[config.mk]
export PLATFORM = sky130hd
export DESIGN_NAME = sync_buffer
export DESIGN_NICKNAME = d
export VERILOG_FILES = /design/src/rtl/sync_buffer.sv
export SDC_FILE = /design/constraint.sdc
export NUM_CORES = 1
export LEC_CHECK = 0
export CORE_UTILIZATION = 63
export DETAILED_ROUTE_END_ITERATION = 8
export GPL_ROUTABILITY_DRIVEN = 1
export GPL_TIMING_DRIVEN = 0
export PLACE_DENSITY = 0.86
export SLEW_MARGIN = 25
export SYNTH_ARGS = -nofsm -noshare
export SYNTH_HDL_FRONTEND = slang
export SYNTH_SLANG_ARGS = --single-unit
export TNS_END_PERCENT = 10
[constraint.sdc]
create_clock -name clock -period 4.45 [get_ports clock]
set_clock_uncertainty 0.1 [all_clocks]
set_input_delay 0.89 -clock clock [delete_from_list [all_inputs] [get_ports clock]]
set_output_delay 0.89 -clock clock [all_outputs]
set_load 0.005 [all_outputs]
[src/rtl/sync_buffer.sv]
// Single-clock FIFO between the producer-select FSM and the display/parity path, drained at a paced rate.
// Latency: a word pushed into an empty buffer pops at the first pace tick at least one cycle after the push edge.
// Backpressure: buffer_full stops pushes, and a write while full is dropped and sets sticky overflow; pops wait for a tick.
module sync_buffer #(
    parameter int WIDTH  = 16,
    parameter int DEPTH  = 8,
    parameter int AW     = 3,
    parameter int RD_DIV = 4
) (
    input  logic             clock,
    input  logic             reset,
    input  logic             data_1_en,
    input  logic [WIDTH-1:0] data_1,
    output logic             buffer_full,
    output logic             buffer_empty,
    output logic             data_2_valid,
    output logic [WIDTH-1:0] data_2,
    output logic [AW:0]      count,
    output logic             overflow
);

    localparam int PW = (RD_DIV > 1) ? $clog2(RD_DIV) : 1;

    typedef logic [AW:0]   cnt_t;
    typedef logic [AW-1:0] ptr_t;
    typedef logic [PW-1:0] pace_t;

    localparam cnt_t  CNT_FULL  = cnt_t'(DEPTH);
    localparam cnt_t  CNT_ZERO  = cnt_t'(0);
    localparam cnt_t  CNT_ONE   = cnt_t'(1);
    localparam ptr_t  PTR_ONE   = ptr_t'(1);
    localparam pace_t PACE_LAST = pace_t'(RD_DIV - 1);
    localparam pace_t PACE_ONE  = pace_t'(1);

    // Storage is deliberately left out of reset; only pointers and count define validity.
    logic [WIDTH-1:0] mem [DEPTH];

    ptr_t  wr_ptr;
    ptr_t  rd_ptr;
    pace_t pace_cnt;
    logic  tick;
    logic  push;
    logic  pop;

    // Status flags decode the registered count, so they follow a push/pop by one cycle.
    always_comb begin
        buffer_full  = (count == CNT_FULL);
        buffer_empty = (count == CNT_ZERO);
    end

    // A tick lands on the last cycle of each pacing period; with RD_DIV = 1 every cycle ticks.
    always_comb begin
        tick = (pace_cnt == PACE_LAST);
        push = data_1_en & ~buffer_full;
        pop  = tick & ~buffer_empty;
    end

    // Free-running pace counter; a tick seen while empty is simply lost.
    always_ff @(posedge clock or negedge reset) begin
        if (!reset) begin
            pace_cnt <= '0;
        end else if (tick) begin
            pace_cnt <= '0;
        end else begin
            pace_cnt <= pace_cnt + PACE_ONE;
        end
    end

    // Write side: store into the slot under wr_ptr; the pointer wraps naturally at DEPTH.
    always_ff @(posedge clock) begin
        if (push) begin
            mem[wr_ptr] <= data_1;
        end
    end

    // Write pointer advances on every accepted push.
    always_ff @(posedge clock or negedge reset) begin
        if (!reset) begin
            wr_ptr <= '0;
        end else if (push) begin
            wr_ptr <= wr_ptr + PTR_ONE;
        end
    end

    // Read side: register the oldest word and pulse valid for one cycle; data_2 holds between pops.
    always_ff @(posedge clock or negedge reset) begin
        if (!reset) begin
            rd_ptr       <= '0;
            data_2       <= '0;
            data_2_valid <= 1'b0;
        end else begin
            data_2_valid <= pop;
            if (pop) begin
                data_2 <= mem[rd_ptr];
                rd_ptr <= rd_ptr + PTR_ONE;
            end
        end
    end

    // Occupancy: simultaneous push and pop cancel out.
    always_ff @(posedge clock or negedge reset) begin
        if (!reset) begin
            count <= '0;
        end else begin
            case ({push, pop})
                2'b10:   count <= count + CNT_ONE;
                2'b01:   count <= count - CNT_ONE;
                default: count <= count;
            endcase
        end
    end

    // Sticky flag for any write attempted while full, even if a pop frees a slot on the same edge.
    always_ff @(posedge clock or negedge reset) begin
        if (!reset) begin
            overflow <= 1'b0;
        end else if (data_1_en && buffer_full) begin
            overflow <= 1'b1;
        end
    end

endmodule

==> reports/metrics.cfg <==
[place]
dp_hpwl_mm=8.37
gp_congestion=0.767
numPortBuffers=42
placed_cells=548
dp_slack_ns=1.12

[sta]
maxSlewViolCount=0
slew_headroom_pct=55.2
rsz0062_at_grt=false
finalSetupViolations=0
clock.fmax_mhz=327
hold_viol_final=0
worst_slack_ns=1.39
period_needed_ns=3.06
tightest_slew_ns=0.670
fin_crit_sh_pct=68.7

[cts]
htreeDepth=4
numCtsBuffers=17
post_cts_buffers=0
clk_latency_ns=0.53
cts_hold_buf=0
cts_resized=0
clk_pin_slew_ns=0.06
cts.path.max_buffers=2
clockRootBuffer=clkbuf_8
numClockSinks=158
cts_tree=done

[synth]
synth_warnings=0
synth_nets=387
synth-seq-area-share_pct=73.7
syn_area_sq_um=6240
yosysUniqueCellTypes=32
synth_xor_area_share_pct=1.26
synth_top_family_by_area=multiplexers
postSynthAreaPerCell_sq_um=17.2
syn_inst=362
synth-simple-area-share_pct=3.87
synth_compound_area_share_pct=6.24
synthAdderAreaFrac_pct=1.20
ys_ff_latch=158
synth.area.mux_share_pct=11.1

[grt]
antenna_found_initial=0
grt_usage_pct=28.8
grt_pass1_vias=3560
grt_first_pass_wirelength_mm=20.3
grt.overflow.total=0
grt_max_degree=19

[worst_setup_path]
startpoint_type=flop
r2r-start=count[0]
crit_type=reg -> out
worstPathArrival_ns=2.07
worstPathRequired_ns=3.46
rr_endpoint=count[2]
end_kind=output pin
crit_slowest_cell=clkdlybuf4s50_1
regToRegSetupSlack_ns=1.55
rr_worst_depth=10
cp_num_buf_inv=2
critPathMaxFanout=7
crit_cells=3
crit_path_end=buffer_full
critPathLaunch=count[0]
crit_chain=buf_2 -> nor4b_2 -> clkdlybuf4s50_1
cp_top_family=buffers and inverters
max_stage_delay_ns=0.57

[worst_hold_path]
hold_class=in -> async

[floorplan]
rows=35
die_y_um=102
io_pins=43
fp.dieW_um=102
fp.coreArea_sq_um=9420
die_area_sq_um=10300
start_util_pct=66.2

[job]
maxCapViolCount=0

[run_status]
outcome=completed

[drt]
drt_iter0_markers=302
drc=0
num_vias=3561
wl_per_cell_um=22.9
firstDrtPassIters=5
ant_nets=0
vias_per_cell=6.14
routed_wl_mm=13.3

[power_and_ir_drop]
p_leak_uw=0.00273
total_power_uw=4950
peakVddDrop_v=0.000336
power-per-cell-area_nw_per_um2=657

[layout]
final_cells=580
syn2layout_area_growth_pct=21.0
diodes=0
final_nets=463
drive_gt1_share_pct=20.6

==> per-layer routing <==
layer | track usage (%) | up-vias | wire length (um)
li1 | - | 1562 | -
met1 | 38.1 | 1787 | 5300
met2 | 46.1 | 176 | 6610
met3 | 6.00 | 36 | 963
met4 | 13.6 | 0 | 401
met5 | 0 | - | 0
==> worst min path at each step <==
stage | to | from | cells past startpoint | slack (ns)
floorplan | pace_cnt[0] | pace_cnt[0] | 1 | 0.30
global placement | pace_cnt[0] | pace_cnt[0] | 1 | 0.31
detailed placement | pace_cnt[0] | pace_cnt[0] | 1 | 0.34
CTS | data_2[6] | reset | 1 | 0.16
global route | overflow | reset | 1 | 0.16
finish | data_2[6] | reset | 1 | 0.15
==> registers in the layout (all words and copies together) (netlist names) <==
name / cells
wr_ptr: 3
data_2_valid: 1
mem: 128
rd_ptr: 3
count: 4
pace_cnt: 2
data_2: 16
overflow: 1
==> cells in the final DEF (no fill, tap or decap), types with 2 or more instances in the layout <==
master	n
o22ai_1	16
clkinv_4	2
xnor2_1	6
xor2_1	3
ha_1	6
clkbuf_1	5
nand2b_1	4
clkinvlp_4	4
nor2b_1	2
clkinv_2	3
clkdlybuf4s50_1	41
buf_6	11
clkbuf_16	16
mux2_1	13
buf_12	3
a221o_1	16
inv_2	2
buf_4	6
nor2_1	3
edfxtp_1	128
nor2_2	3
o21ai_1	16
nor4_1	2
dfrtp_1	30
buf_2	10
inv_6	3
mux2_2	20
nor3_2	4
nand2_1	27
mux2i_1	32
==> stage by stage <==
stage	util, %	cell area (sq um)	hold WS, ns	TNS (ns)
finish	80.1	7550	0.152	0
global route	80.1	7550	0.162	0
CTS	80.1	7550	0.161	0
detailed placement	74.4	7010	0.340	0
global placement	72.4	6820	0.314	-22.85
floorplan	-	6240	0.303	0
==> power by group <==
group	switching (uW)	internal, uW	leakage [uW]
logic	815	762	0.000968
registers	153	1900	0.00151
clock network	578	744	0.000255
==> cell usage after synthesis <==
cell | n | area [sq um]
edfxtp_1 | 128 | 3840
mux2i_1 | 32 | 320
dfrtp_1 | 30 | 751
nand2_1 | 27 | 101
mux2_2 | 20 | 225
a221o_1 | 16 | 160
o21ai_1 | 16 | 80.1
o22ai_1 | 16 | 100
mux2_1 | 13 | 146
buf_2 | 7 | 35.0
ha_1 | 6 | 75.1
nor2_1 | 6 | 22.5
xnor2_1 | 6 | 52.6
nor3_1 | 5 | 25.0
nand2b_1 | 4 | 25.0
buf_12 | 3 | 60.1
buf_6 | 3 | 33.8
clkbuf_1 | 3 | 11.3
nor4_1 | 3 | 18.8
xor2_1 | 3 | 26.3
buf_4 | 2 | 15.0
inv_2 | 2 | 7.51
nor2b_1 | 2 | 12.5
a2111oi_0 | 1 | 8.76
a21o_1 | 1 | 7.51
a21oi_1 | 1 | 5.00
buf_1 | 1 | 3.75
nand3_1 | 1 | 5.00
nand3b_1 | 1 | 7.51
nor4b_1 | 1 | 8.76
nor4b_2 | 1 | 15.0
o41ai_4 | 1 | 27.5
==> cells by family (layout without fill, tap and decap cells) <==
logic type,Yosys count,count (layout)
compound gates,52,52
simple gates,51,51
buf+inv,21,110
xor+xnor,9,9
mux,65,65
fa+ha+maj,6,6
flops,158,158
==> final cells by class <==
cell class	count	area [sq um]
repair buffers	57	573
fillers	482	1870
clock buffers	19	422
flip-flops and latches	158	4590
inverters	2	7.51
well taps	129	161
multi-input cells	183	1510
plain buffers	19	159
clock inverters	13	119
(Power assumes the default switching activity.)
